<file path="config.mk">
export PLATFORM = sky130hd
export DESIGN_NAME = stg0pc
export DESIGN_NICKNAME = d
export VERILOG_FILES = /design/src/rtl/stg0pc_pkg.sv /design/src/rtl/stg0pc_redir.sv /design/src/rtl/stg0pc.sv
export SDC_FILE = /design/constraint.sdc
export NUM_CORES = 1
export LEC_CHECK = 0
export ABC_AREA = 1
export ABC_CLOCK_PERIOD_IN_PS = 2720
export CORE_ASPECT_RATIO = 0.75
export CORE_MARGIN = 2
export CORE_UTILIZATION = 44
export DETAILED_ROUTE_END_ITERATION = 8
export DONT_BUFFER_PORTS = 1
export HOLD_SLACK_MARGIN = 0.1
export MAX_ROUTING_LAYER = met4
export RECOVER_POWER = 100
export REMOVE_ABC_BUFFERS = 1
export SYNTH_ARGS = -nofsm -noshare
export SYNTH_HDL_FRONTEND = slang
export SYNTH_HIERARCHICAL = 1
export SYNTH_SLANG_ARGS = --single-unit
</file>
<file path="constraint.sdc">
create_clock -name iw_clk -period 2.72 [get_ports iw_clk]
set_clock_uncertainty 0.15 [all_clocks]
set_input_delay 0.544 -clock iw_clk [delete_from_list [all_inputs] [get_ports iw_clk]]
set_output_delay 0.544 -clock iw_clk [all_outputs]
set_load 0.02 [all_outputs]
</file>
<file path="src/rtl/stg0pc_pkg.sv">
// -----------------------------------------------------------------------------
// stg0pc_pkg
// Shared definitions for the fetch program-counter sequencer (stg0pc).
//   SIZE_ADDR      width of every fetch address
//   ST_*           2-bit sequencer state encodings
//   TRAP_VEC_DEF   default trap target used when no explicit trap PC is chosen
//   trap_target()  selects between the fixed trap vector and an explicit target
// -----------------------------------------------------------------------------
package stg0pc_pkg;

   localparam int SIZE_ADDR = 16;

   localparam logic [1:0] ST_BOOT  = 2'd0;
   localparam logic [1:0] ST_RUN   = 2'd1;
   localparam logic [1:0] ST_STALL = 2'd2;
   localparam logic [1:0] ST_HALT  = 2'd3;

   localparam logic [SIZE_ADDR-1:0] TRAP_VEC_DEF = 16'h0010;

   // Trap destination: explicit PC when sel is set, otherwise the fixed vector.
   function automatic logic [SIZE_ADDR-1:0] trap_target(
      input logic                 sel,
      input logic [SIZE_ADDR-1:0] explicit_pc,
      input logic [SIZE_ADDR-1:0] vec_pc
   );
      logic [SIZE_ADDR-1:0] tgt;
      if (sel) begin
         tgt = explicit_pc;
      end else begin
         tgt = vec_pc;
      end
      return tgt;
   endfunction

endpackage

</file>
<file path="src/rtl/stg0pc_redir.sv">
// -----------------------------------------------------------------------------
// stg0pc_redir
// Redirect-target selection plus the pending-redirect register used while the
// sequencer is stalled.
// Ports:
//   iw_clk, iw_rst_n           clock / async active-low reset
//   branch_valid, branch_pc    branch redirect request and target
//   trap_valid, trap_vec_sel,
//   trap_pc                    trap redirect request and target selection
//   capture                    latch the merged redirect into the pending reg
//   clear                      drop the pending redirect (it has been consumed)
//   req, req_pc                redirect requested this cycle and its target
//   merged_valid, merged_pc    pending redirect merged with this cycle's request
// -----------------------------------------------------------------------------
module stg0pc_redir
   import stg0pc_pkg::*;
#(
   parameter logic [SIZE_ADDR-1:0] TRAP_VEC = TRAP_VEC_DEF
) (
   input  logic                 iw_clk,
   input  logic                 iw_rst_n,
   input  logic                 branch_valid,
   input  logic [SIZE_ADDR-1:0] branch_pc,
   input  logic                 trap_valid,
   input  logic                 trap_vec_sel,
   input  logic [SIZE_ADDR-1:0] trap_pc,
   input  logic                 capture,
   input  logic                 clear,
   output logic                 req,
   output logic [SIZE_ADDR-1:0] req_pc,
   output logic                 merged_valid,
   output logic [SIZE_ADDR-1:0] merged_pc
);

   logic                 pend_valid_r;
   logic                 pend_trap_r;
   logic [SIZE_ADDR-1:0] pend_pc_r;
   logic [SIZE_ADDR-1:0] trap_tgt_s;
   logic                 merged_trap_s;

   assign trap_tgt_s = trap_target(trap_vec_sel, trap_pc, TRAP_VEC);

   // Current-cycle redirect: a trap always beats a simultaneous branch.
   always_comb begin
      req    = trap_valid | branch_valid;
      req_pc = branch_pc;
      if (trap_valid) begin
         req_pc = trap_tgt_s;
      end else begin
         req_pc = branch_pc;
      end
   end

   // Merge with the pending slot: a new trap replaces anything, a new branch
   // only replaces an empty slot or a pending branch, never a pending trap.
   always_comb begin
      merged_valid  = pend_valid_r;
      merged_trap_s = pend_trap_r;
      merged_pc     = pend_pc_r;
      if (trap_valid) begin
         merged_valid  = 1'b1;
         merged_trap_s = 1'b1;
         merged_pc     = trap_tgt_s;
      end else if (branch_valid && !pend_trap_r) begin
         merged_valid  = 1'b1;
         merged_trap_s = 1'b0;
         merged_pc     = branch_pc;
      end else begin
         merged_valid  = pend_valid_r;
         merged_trap_s = pend_trap_r;
         merged_pc     = pend_pc_r;
      end
   end

   // Pending redirect register, written while stalled, emptied when consumed.
   always_ff @(posedge iw_clk or negedge iw_rst_n) begin
      if (!iw_rst_n) begin
         pend_valid_r <= 1'b0;
         pend_trap_r  <= 1'b0;
         pend_pc_r    <= {SIZE_ADDR{1'b0}};
      end else if (capture) begin
         pend_valid_r <= merged_valid;
         pend_trap_r  <= merged_trap_s;
         pend_pc_r    <= merged_pc;
      end else if (clear) begin
         pend_valid_r <= 1'b0;
         pend_trap_r  <= 1'b0;
         pend_pc_r    <= {SIZE_ADDR{1'b0}};
      end else begin
         pend_valid_r <= pend_valid_r;
         pend_trap_r  <= pend_trap_r;
         pend_pc_r    <= pend_pc_r;
      end
   end

endmodule

</file>
<file path="src/rtl/stg0pc.sv">
// -----------------------------------------------------------------------------
// stg0pc
// Program-counter sequencer for the fetch front end. Produces sequential fetch
// addresses and applies stall, branch, trap and halt requests; every applied
// redirect is followed by a one-cycle flush pulse.
// Ports:
//   iw_clk, iw_rst_n                       clock / async active-low reset
//   iw_stall                               hold the current PC
//   iw_branch_valid, iw_branch_pc          branch redirect pulse and target
//   iw_trap_valid, iw_trap_vec_sel,
//   iw_trap_pc                             trap redirect pulse and target select
//   iw_halt                                stop fetching
//   ow_pc, ow_pc_valid                     registered fetch address / valid
//   ow_flush                               kill the in-flight fetch (1 cycle)
//   ow_halted                              sequencer is halted
// -----------------------------------------------------------------------------
module stg0pc
   import stg0pc_pkg::*;
#(
   parameter logic [SIZE_ADDR-1:0] RESET_PC = 16'h0000,
   parameter logic [SIZE_ADDR-1:0] PC_INC   = 16'h0001,
   parameter logic [SIZE_ADDR-1:0] TRAP_VEC = TRAP_VEC_DEF
) (
   input  logic                 iw_clk,
   input  logic                 iw_rst_n,
   input  logic                 iw_stall,
   input  logic                 iw_branch_valid,
   input  logic [SIZE_ADDR-1:0] iw_branch_pc,
   input  logic                 iw_trap_valid,
   input  logic                 iw_trap_vec_sel,
   input  logic [SIZE_ADDR-1:0] iw_trap_pc,
   input  logic                 iw_halt,
   output logic [SIZE_ADDR-1:0] ow_pc,
   output logic                 ow_pc_valid,
   output logic                 ow_flush,
   output logic                 ow_halted
);

   logic [1:0]           state_r;
   logic [SIZE_ADDR-1:0] pc_r;
   logic                 flush_r;
   logic                 valid_r;
   logic                 halted_r;

   logic [1:0]           state_nxt_s;
   logic [SIZE_ADDR-1:0] pc_nxt_s;
   logic                 flush_nxt_s;
   logic                 capture_s;
   logic                 clear_s;
   logic                 req_s;
   logic [SIZE_ADDR-1:0] req_pc_s;
   logic                 merged_valid_s;
   logic [SIZE_ADDR-1:0] merged_pc_s;

   stg0pc_redir #(
      .TRAP_VEC (TRAP_VEC)
   ) u_redir (
      .iw_clk       (iw_clk),
      .iw_rst_n     (iw_rst_n),
      .branch_valid (iw_branch_valid),
      .branch_pc    (iw_branch_pc),
      .trap_valid   (iw_trap_valid),
      .trap_vec_sel (iw_trap_vec_sel),
      .trap_pc      (iw_trap_pc),
      .capture      (capture_s),
      .clear        (clear_s),
      .req          (req_s),
      .req_pc       (req_pc_s),
      .merged_valid (merged_valid_s),
      .merged_pc    (merged_pc_s)
   );

   // Next-state / next-PC decision; addition wraps modulo 2^SIZE_ADDR.
   always_comb begin
      state_nxt_s = state_r;
      pc_nxt_s    = pc_r;
      flush_nxt_s = 1'b0;
      capture_s   = 1'b0;
      clear_s     = 1'b0;
      case (state_r)
         ST_BOOT: begin
            state_nxt_s = ST_RUN;
         end
         ST_RUN: begin
            if (req_s) begin
               pc_nxt_s    = req_pc_s;
               flush_nxt_s = 1'b1;
            end else if (iw_halt) begin
               state_nxt_s = ST_HALT;
            end else if (iw_stall) begin
               state_nxt_s = ST_STALL;
            end else begin
               pc_nxt_s = pc_r + PC_INC;
            end
         end
         ST_STALL: begin
            // Halt is deliberately not looked at here; it is re-sampled in RUN.
            if (iw_stall) begin
               capture_s = 1'b1;
            end else begin
               clear_s     = 1'b1;
               state_nxt_s = ST_RUN;
               if (merged_valid_s) begin
                  pc_nxt_s    = merged_pc_s;
                  flush_nxt_s = 1'b1;
               end else begin
                  pc_nxt_s = pc_r + PC_INC;
               end
            end
         end
         ST_HALT: begin
            if (req_s) begin
               pc_nxt_s    = req_pc_s;
               flush_nxt_s = 1'b1;
               state_nxt_s = ST_RUN;
            end else begin
               state_nxt_s = ST_HALT;
            end
         end
         default: begin
            state_nxt_s = ST_BOOT;
            pc_nxt_s    = RESET_PC;
         end
      endcase
   end

   // Sequencer state and registered outputs (valid/halted decoded from next state).
   always_ff @(posedge iw_clk or negedge iw_rst_n) begin
      if (!iw_rst_n) begin
         state_r  <= ST_BOOT;
         pc_r     <= RESET_PC;
         flush_r  <= 1'b0;
         valid_r  <= 1'b0;
         halted_r <= 1'b0;
      end else begin
         state_r  <= state_nxt_s;
         pc_r     <= pc_nxt_s;
         flush_r  <= flush_nxt_s;
         valid_r  <= (state_nxt_s == ST_RUN) || (state_nxt_s == ST_STALL);
         halted_r <= (state_nxt_s == ST_HALT);
      end
   end

   assign ow_pc       = pc_r;
   assign ow_pc_valid = valid_r;
   assign ow_flush    = flush_r;
   assign ow_halted   = halted_r;

endmodule

</file>
==> results of run 1 <==
-- kinds of logic after synthesis --
| family | after synthesis | share of synthesized area |
|---|---|---|
| adders and majority gates | 3 | 0.0121 |
| buffers and inverters | 87 | 0.130 |
| DFF | 39 | 0.315 |
| xor gates and xnor gates | 1 | 0.00283 |
| AOI/OAI and AO/OA | 49 | 0.0872 |
| and+or+nand+nor | 319 | 0.453 |
-- cell type report --
class / count / share of cell area
Multi-Input combinational cell: 372 / 0.533
Clock buffer: 8 / 0.0313
Timing Repair Buffer: 5 / 0.0117
Tap cell: 84 / 0.0329
Sequential cell: 39 / 0.305
Inverter: 71 / 0.0856
-- flip-flops by register name, summed over array words and instances (netlist names) --
register and count:
ow_pc 16, u_redir/pend_pc_r 16, state_r 2, ow_flush 1, ow_halted 1, ow_pc_valid 1, u_redir/pend_trap_r 1, u_redir/pend_valid_r 1
-- layout by cell type (no fill, tap or decap) --
| cell | instances |
|---|---|
| clkbuf_8 | 7 |
| nand2_4 | 2 |
| o21ai_4 | 1 |
| clkinv_1 | 1 |
| nor2_2 | 1 |
| nand4_2 | 1 |
| nand3_1 | 78 |
| ha_1 | 3 |
| dfrtp_1 | 39 |
| nor2_1 | 36 |
| inv_4 | 3 |
| o21ai_0 | 27 |
| a21oi_1 | 10 |
| a31oi_1 | 1 |
| a22oi_1 | 4 |
| inv_2 | 2 |
| o21ai_1 | 5 |
| nand4_1 | 3 |
| xor2_1 | 1 |
| nand2_1 | 181 |
| inv_1 | 65 |
| nor2_4 | 3 |
| nand2_2 | 10 |
| or2_2 | 1 |
| dlygate4sd3_1 | 1 |
| nand3b_1 | 3 |
| o211ai_1 | 1 |
| clkbuf_2 | 1 |
| buf_4 | 3 |
| clkbuf_1 | 1 |
-- worst paths after layout --
check | startpoint | end | depth (start not counted)
worst max-delay path | state_r[1]$_DFF_PN0_ | u_redir/pend_valid_r$_DFFE_PN0P_ | 5
worst min-delay path | iw_halt | state_r[0]$_DFF_PN0_ | 2
worst max register to register | state_r[1]$_DFF_PN0_ | u_redir/pend_valid_r$_DFFE_PN0P_ | 5
worst min register to register | u_redir/pend_pc_r[8]$_DFFE_PN0P_ | u_redir/pend_pc_r[8]$_DFFE_PN0P_ | 2
max in group asynchronous | iw_rst_n | ow_pc[7]$_DFFE_PN0P_ | 2
min in group asynchronous | iw_rst_n | u_redir/pend_pc_r[5]$_DFFE_PN0P_ | 2
-- report_power, final --
group	internal (mW)	switching (mW)
Sequential	0.658	0.171
Combinational	0.142	0.263
Clock	0.232	0.208
-- routing by layer --
| layer | routed length, µm | global-route usage | share of wire |
|---|---|---|---|
| met1 | 4160 | 0.329 | 0.49 |
| met2 | 3710 | 0.361 | 0.44 |
| met3 | 538 | 0.0447 | 0.063 |
| met4 | 109 | 0.0541 | 0.013 |
| met5 | 0 | - | 0 |
-- per-stage QoR --
| stage | total power [mW] | util | setup WS [ps] |
|---|---|---|---|
| global route | 1.80 | 0.468 | 278 |
| finish | 1.67 | 0.468 | 461 |
| global placement | 1.22 | 0.453 | 663 |
| CTS | 1.69 | 0.473 | 673 |
| floorplan | 1.12 | - | 427 |
| detailed placement | 1.23 | 0.453 | 592 |
-- repair_timing --
item                                   CTS  global route
buffers inserted                         0             0
hold buffers                             2             0
endpoints found under the hold margin   39             0
-- critical path, stage by stage, from the launching register on --
cell,delay (ps)
dfrtp_1,460
nand2_1,490
nor2_1,170
nor2_2,660
a22oi_1,190
inv_1,80
==> results.toml, run 1 <==
[power_and_ir_drop]
p_leak_nw = 1.70
ir_worst_vdd_uv = 192
p_per_area_mw_per_mm2 = 523

[final_layout]
fin_cells = 579
multi_input_area_mm2 = 0.00171
final-seq-area_um2 = 976
areaGrowthSynthToFinish_pct = 3.23
nets = 536
drive_above_1_share = 0.0707
n_antenna_cell = 0
n_fill_cell = 728
final_area_mm2 = 0.00320

[clock_tree]
cts_made_buffers = 5
h-tree-depth = 2
cts_root_buffer = "clkbuf_8"
max-clock-path-buffers = 2
cts_num_sinks = 39
cts_tree = "yes"
clkTransAtPathRegs_ps = 70
post_cts_resize_count = 0
insertion_delay_ps = 300

[synthesis]
synth_edf_count = 0
yosys_most_used_dff = "dfrtp_1"
syn_inst = 498
yosysTopAreaCell = "dfrtp_1"
synth_area_mm2 = 0.00310
synth_common_cells = "nand2_1, nand3_1, inv_1, dfrtp_1, nor2_1"
ys_seq_elements = 39
yosys.area.top_type_share = 0.315
synth.area.top_cells = "dfrtp_1, nand2_1, nand3_1, inv_1, nor2_1"
synth_cell_types = 30
synthArstFlopShare = 1.00
synth_warnings = 6
postSynthAreaPerCell_um2 = 6.22
ys_seq_area_frac = 0.315
yosysMostFrequentCell = "nand2_1"

[routing]
antenna_left = 0
drc_errors = 0
dr.first_iter.drc_count = 345
first_pass_iters = 5
wire_per_inst_um = 14.7
wl_um = 8520
viasPerCell = 5.38
dr_total_vias = 3114

[sta]
rsz0062_at_grt = "false"
post-route-period-util = 0.830
maxSlewViolCount = 0
slew_headroom = 0.317
whs_ps = 282
hold_violations = 0
worst_slew_pin_slew_ps = 1020
fmax_mhz = 443
fin_crit_ps = 2260
setup_violations = 0
setup_tns_ps = 0

[grt]
grt_max_degree = 40
grt-ovfl-total = 0
grt_pass1_vias = 3031
grt_pass1_wl_um = 14500
grtUsageTotal = 0.237
antenna_found_initial = 0

[floorplanning]
die_h_um = 76.7
start_util = 0.454
io_pins = 58
fp.dieW_um = 101
core_region_area_mm2 = 0.00683
dieArea_mm2 = 0.00774
rows = 26

[place]
place_area_mm2 = 0.00310
dp.final_hpwl_um = 6110
gp_congestion = 0.967
dpl.cell_count = 569
portBuffers = 0

[setup_path]
cp.arrival_ps = 2340
cp_max_fo = 17
r2r_setup_slack_ps = 460
crit_path_start_kind = "register"
required_ps = 2800
endpoint_kind = "register"
crit_type = "register to register"

[hold_path]
hp-class = "primary input to register"

[outcome]
status = "completed"

[run]
cap_violations = 0
(Power assumes the default switching activity.)
==> inputs of run 2 (changes only) <==
--- a/config.mk
+++ b/config.mk
@@ -6,7 +6,7 @@
 export NUM_CORES = 1
 export LEC_CHECK = 0
 export ABC_AREA = 1
-export ABC_CLOCK_PERIOD_IN_PS = 2720
+export ABC_CLOCK_PERIOD_IN_PS = 2300
 export CORE_ASPECT_RATIO = 0.75
 export CORE_MARGIN = 2
 export CORE_UTILIZATION = 44
==> constraint.sdc (replaced) <==
create_clock -name iw_clk -period 2.3 [get_ports iw_clk]
set_clock_uncertainty 0.15 [all_clocks]
set_input_delay 0.46 -clock iw_clk [delete_from_list [all_inputs] [get_ports iw_clk]]
set_output_delay 0.46 -clock iw_clk [all_outputs]
set_load 0.02 [all_outputs]
==> results.toml, run 2 (synthesis results as in run 1) <==
[outcome]
status = "completed"

[routing]
wire_per_inst_um = 14.5
dr.first_iter.drc_count = 210
wl_um = 8480
dr_total_vias = 3139
first_pass_iters = 5
viasPerCell = 5.37
drc_errors = 0
antenna_left = 0

[setup_path]
required_ps = 2350
cp.arrival_ps = 2030
r2r_setup_slack_ps = 320
rr_startpoint = "ow_pc[1]$_DFFE_PN0P_"
endpoint_kind = "register"
cp_max_fo = 6
worst_setup_path_startpoint = "ow_pc[1]$_DFFE_PN0P_"
crit_path_start_kind = "register"
crit_type = "register to register"

[final_layout]
areaGrowthSynthToFinish_pct = 4.76
final_cell_mix = "nand2_1, nand3_1, inv_1"
nets = 542
mostFrequentLayoutCell = "nand2_1"
drive_above_1_share = 0.0818
n_antenna_cell = 0

[sta]
fmax_mhz = 506
post-route-period-util = 0.860
setup_tns_ps = 0
maxSlewViolCount = 0
slew_headroom = 0.316
hold_violations = 0
rsz0062_at_grt = "false"
worst_slew_pin_slew_ps = 1030
setup_violations = 0
fin_crit_ps = 1980

[place]
portBuffers = 0
dp.final_hpwl_um = 6070
gp_congestion = 0.871

[power_and_ir_drop]
p_per_area_mw_per_mm2 = 639
ir_worst_vdd_uv = 318
p_total_mw = 2.08
p_leak_nw = 1.73

[hold_path]
hp-class = "primary input to register"
hp-start = "iw_halt"

[clock_tree]
cts_root_buffer = "clkbuf_8"
h-tree-depth = 2
cts_made_buffers = 5
insertion_delay_ps = 300
clkTransAtPathRegs_ps = 80
post_cts_resize_count = 0
cts_tree = "yes"
cts_num_sinks = 39
max-clock-path-buffers = 2

[grt]
grt-ovfl-total = 0
grt_pass1_vias = 2873
antenna_found_initial = 0
grt_pass1_wl_um = 14100
grt_max_degree = 40
grtUsageTotal = 0.236

[run]
cap_violations = 0

[floorplanning]
fp.dieW_um = 101
core_region_area_mm2 = 0.00683
dieArea_mm2 = 0.00774
io_pins = 58
start_util = 0.454
rows = 26
die_h_um = 76.7
==> run 2: cell types whose count changed in the layout (fill, tap and decap cells not counted), sizes merged <==
cell	before	now
buf	3	5
bufinv	0	1
clkbuf	9	11
clkinv	1	2
==> run 2: worst max-delay path, cell delays in order, from the launching register on <==
cell and delay (ps):
dfrtp_1 580, ha_1 230, nand3_1 70, nor2_1 350, nand4_1 200, nand3_1 130, nand3_1 80, nand2_1 60
inv_1 40
==> run 2: cell type report <==
cell class,count,area (µm²)
well taps,84,105
inverters,71,274
multi-input cells,372,1710
clock inverters,2,35.0
clock buffers,6,82.6
fillers,724,3580
flip-flops and latches,39,976
repair buffers,11,68.8
==> run 2: metal layers <==
layer	GRT usage	vias to the layer above	share of wire
met4	0.0405	0	0.0078
met1	0.330	1444	0.48
met5	-	-	0
li1	-	1576	-
met2	0.355	107	0.44
met3	0.0529	12	0.071
==> run 2: metrics by stage <==
| step | setup slack (ps) | area [µm²] | util | instances | hold slack (ps) |
|---|---|---|---|---|---|
| floorplan | 90.7 | 2970 | - | 482 | 14.4 |
| global placement | 367 | 3140 | 0.460 | 575 | 15.9 |
| detailed placement | 333 | 3140 | 0.460 | 575 | 16.0 |
| CTS | 341 | 3290 | 0.482 | 585 | 180 |
| global route | 93.5 | 3250 | 0.475 | 585 | 188 |
| finish | 322 | 3250 | 0.475 | 585 | 187 |
==> run 2: final timing paths <==
path | endpoint | cells past startpoint
worst max register to register | ow_pc[14]$_DFFE_PN0P_ | 8
max in group asynchronous | ow_pc[8]$_DFFE_PN0P_ | 2
worst max-delay path | ow_pc[14]$_DFFE_PN0P_ | 8
worst min register to register | u_redir/pend_pc_r[11]$_DFFE_PN0P_ | 2
worst min-delay path | state_r[0]$_DFF_PN0_ | 2
min in group asynchronous | u_redir/pend_pc_r[4]$_DFFE_PN0P_ | 2
==> run 2: power by group <==
| part | switching, mW | leakage (nW) | internal (mW) |
|---|---|---|---|
| combinational | 0.328 | 1.17 | 0.175 |
| clock | 0.263 | 0.0612 | 0.351 |
| sequential | 0.180 | 0.499 | 0.779 |
| total | 0.771 | 1.73 | 1.31 |
==> run 2: repair_timing <==
item	CTS	global route
setup endpoints to repair	0	0
endpoints found under the hold margin	39	0
hold buffers	2	0
setup buffers	0	0
==> edit 1 (settings of run 2) <==
The package constant `SIZE_ADDR` goes from 16 to 32.
--- a/src/rtl/stg0pc_pkg.sv
+++ b/src/rtl/stg0pc_pkg.sv
@@ -8,7 +8,7 @@
 // -----------------------------------------------------------------------------
 package stg0pc_pkg;
 
-   localparam int SIZE_ADDR = 16;
+   localparam int SIZE_ADDR = 32;
 
    localparam logic [1:0] ST_BOOT  = 2'd0;
    localparam logic [1:0] ST_RUN   = 2'd1;
Ports: changed (resized iw_branch_pc, iw_trap_pc and ow_pc); port bits go from 58 to 106. The function was not compared with the original's and may differ.
==> edit 1 against run 2 <==
Cell count is 98% higher; first-iteration DRC count is 130% higher; worst setup slack worse by 0.20 ns; worst hold slack worse by 0.050 ns; count of clock-buffer cells in the layout is 4 higher; sequential cell count is 32 higher; area after synthesis is 94% higher; maximum frequency is 9.1% lower; via count is 94% higher; critical endpoint is now ow_pc[24]; cell area is 99% higher; power grew to 2.5 times the old value; largest cell class unchanged; wire length is 120% higher; non-clock buffer count is 21 higher.
==> edit 1: results (changes against run 2) <==
metric,value,unit,change
status,"finished, final reports clean",,
Clock Latency Late Sink,0.34,ns,+0.04 ns
Vias,6100,,+94%
first-pass GRT wire length,30100,um,+110%
vias in the first global route,5784,,+100%
top post-synthesis cells by area,"dfrtp_1 29%, nand2_1 21%, nand3_1 11%",,
final period utilization,94.6,%,+8.6 points
routed wire length,18600,um,+120%
Static Leakage,0.00332,uW,+92%
Crit path arrival time,2.29,ns,+0.26 ns
"Largest stage delay, worst path",0.49,ns,-0.09 ns
crit path from,ow_pc[0],,
Post-Route M1 WL,8620,um,+110%
DR vias/cell,5.27,,-1.7%
Placer Congestion,0.885,,+1.6%
gr usage total,26.5,%,+2.9 points
comb pwr,1560,uW,+210%
met2 Resource Use GR,40.3,%,+4.7 points
post-synthesis compound-gate area fraction,8.49,%,-0.23 points
adder-cell share of the synthesized area,0.623,%,-0.59 points
register area share after synthesis,29.5,%,-2.0 points
filler cell count,1360,,+88%
CTS Root Cell,clkbuf_16,,
Max VDD drop,0.403,mV,+27%
Mean Syn Cell Area,6.13,um^2,-1.5%
share of cells above drive strength 1,11.2,%,+3.0 points
total power,5270,uW,+150%
## edit 1: cell types whose count changed in the layout (fill, tap and decap cells not counted), sizes merged, moves of 14 or more
| cell | change |
|---|---|
| nor2 | +52 |
| dfrtp | +32 |
| o21ai | +21 |
| nand2 | +209 |
| nand3 | +56 |
| inv | +54 |
| clkbuf | +14 |
## edit 1: area by class of cell
cell class,instances,area share (%)
multi-input combinational,742,52.9
sequential,71,27.6
inverter,125,7.43
clock buffer,10,3.71
timing repair buffer,32,3.41
tap,171,3.32
clock inverter,6,1.67
## edit 1: worst paths after layout
kind | to | slack [ns] | cells after the start
hold / removal | state_r[0] | 0.14 | 1
setup reg to reg | ow_pc[24] | 0.12 | 9
setup / recovery | ow_pc[24] | 0.12 | 9
min in group asynchronous | u_redir/pend_pc_r[6] | 0.77 | 2
hold reg to reg | u_redir/pend_pc_r[30] | 0.33 | 2
max in group asynchronous | ow_pc[29] | 0.56 | 2
==> edit 2 (settings of run 2) <==
Without the edit above. Reset style: synchronous (`iw_rst_n`), changed in 2 clocked blocks. Comments in the files are not updated.
--- a/src/rtl/stg0pc_redir.sv
+++ b/src/rtl/stg0pc_redir.sv
@@ -73,7 +73,7 @@
    end
 
    // Pending redirect register, written while stalled, emptied when consumed.
-   always_ff @(posedge iw_clk or negedge iw_rst_n) begin
+   always_ff @(posedge iw_clk) begin
       if (!iw_rst_n) begin
          pend_valid_r <= 1'b0;
          pend_trap_r  <= 1'b0;
--- a/src/rtl/stg0pc.sv
+++ b/src/rtl/stg0pc.sv
@@ -125,7 +125,7 @@
    end
 
    // Sequencer state and registered outputs (valid/halted decoded from next state).
-   always_ff @(posedge iw_clk or negedge iw_rst_n) begin
+   always_ff @(posedge iw_clk) begin
       if (!iw_rst_n) begin
          state_r  <= ST_BOOT;
          pc_r     <= RESET_PC;
Formal check against the unedited RTL: differs if iw_rst_n is asserted again (counterexample within 4 cycles, from zero or initial values and one cycle with iw_rst_n low); with iw_rst_n held inactive, the same outputs for 10 cycles.
==> edit 2 against run 2 <==
Largest power group unchanged; worst setup slack gained 0.038 ns; via count is 0.61% lower; maximum frequency is 1.9% higher; cell area down 0.66%; non-clock buffer count grew 1; power fell by 22%; sequential share of layout area decreased by 5.9 points; sequential cell count unchanged; wire length is 0.19% higher; area after synthesis up 2.4%; critical path type unchanged; worst hold slack got worse by 0.078 ns.
==> edit 2: results (changes against run 2) <==
metric,value,unit,change
status,"finished, final reports clean",,
Post-Place Worst Slack,0.294,ns,-0.0388 ns
synth cell count leaders,"144 x nand2_1, 68 x inv_1, 56 x nand3_1, 43 x nor2_1, 39 x dfxtp_1",,
Max VDD drop,0.226,mV,-29%
hold path endpoint,ow_halted,,
crit-path max FO,5,,-1
Static Leakage,0.00145,uW,-16%
"Largest stage delay, worst path",0.38,ns,-0.20 ns
M1 GR Usage,32.7,%,-0.32 points
slowest cell on the critical path,nor2_1,,
first-pass GRT wire length,14200,um,+0.68%
setup bufs post-CTS,0,,unchanged
register area share after synthesis,24.6,%,-6.9 points
initial DRC count,201,,-4.3%
gr usage total,23.1,%,-0.46 points
largest net degree at the start of global routing,22,,-45%
share of cells above drive strength 1,13.6,%,+5.4 points
DR vias/cell,5.10,,-5.0%
routed wire length,8500,um,+0.19%
DP Wirelength,6360,um,+4.8%
R2R Setup Slk,0.36,ns,+0.04 ns
met3 GRT Util,3.60,%,-1.7 points
synth unique cells,37,,+23%
dominant synthesized flop cell,dfxtp_1,,
Finished Layout Cells,612,,+4.6%
start point of the worst hold path,iw_rst_n,,
top post-synthesis cells by area,"dfxtp_1 25%, nand2_1 17%, nand3_1 8.8%",,
FF-to-FF Start,ow_pc[4],,
post-synthesis async set-or-reset flop share,0,%,-100 points
R2R Path End,ow_pc[14],,
Mean Syn Cell Area,6.20,um^2,-0.38%
Final #Nets,555,,+2.4%
vias in the first global route,2969,,+3.3%
Placed Cells incl. Taps,604,,+5.0%
Placer Congestion,0.878,,+0.78%
Detailed Routing Iterations Pass 1,4,,-1
met2 Resource Use GR,34.9,%,-0.60 points
-- edit 2: stage by stage --
| stage | util (%) | area [um^2] | total power [uW] | hold slack, ns |
|---|---|---|---|---|
| finish | 46.8 | 3230 | 1630 | 0.109 |
| global placement | 46.4 | 3200 | 1190 | 0.303 |
| detailed placement | 46.4 | 3200 | 1200 | 0.307 |
| global route | 46.8 | 3230 | 1730 | 0.106 |
| CTS | 47.6 | 3290 | 1670 | 0.101 |
| floorplan | - | 2990 | 1090 | 0.295 |
-- edit 2: worst max-delay path, delay by kind of cell (launching register included) --
kind,cells,cell delay [ns]
flip-flops,1,0.31
buffers and inverters,2,0.39
AND/OR/NAND/NOR,6,0.99
-- edit 2: report_power, final --
part / total (uW) / internal (uW) / switching (uW)
registers: 788 / 713 / 75.3
clock network: 460 / 208 / 252
logic: 379 / 127 / 251
-- edit 2: final cells by class --
class                           instances  area (um^2)
Clock inverter                          3         15.0
Fill cell                             788         3670
Tap cell                               98          123
Clock buffer                            5         68.8
Multi-Input combinational cell        379         1870
Sequential cell                        39          781
Inverter                               76          295
Timing Repair Buffer                   12         72.6
-- edit 2: logic make-up after synthesis --
kind of cell               after synthesis  synth area share, %
and+or+nand+nor                        292                 43.0
DFF                                     39                 24.6
xor gates and xnor gates                 3                0.828
AOI/OAI and AO/OA                       81                 15.3
adders and majority gates                3                 1.18
buffers and inverters                   94                 15.1
-- edit 2: how the worst max path moves through the flow --
stage                  endpoint  slack (ns)  depth (start not counted)          start
finish                ow_pc[14]        0.36                          8       ow_pc[4]
CTS                   ow_pc[14]        0.42                          8       ow_pc[1]
floorplan           ow_pc_valid        0.23                          9  iw_trap_valid
global route           ow_pc[3]        0.14                          9     state_r[1]
detailed placement  ow_pc_valid        0.29                          9  iw_trap_valid
global placement    ow_pc_valid        0.34                          9  iw_trap_valid
-- edit 2: layer usage --
metal / wire (um) / up-vias
met5: 0 / -
met4: 91 / 0
met3: 557 / 7
met2: 3690 / 84
met1: 4160 / 1406
li1: - / 1623
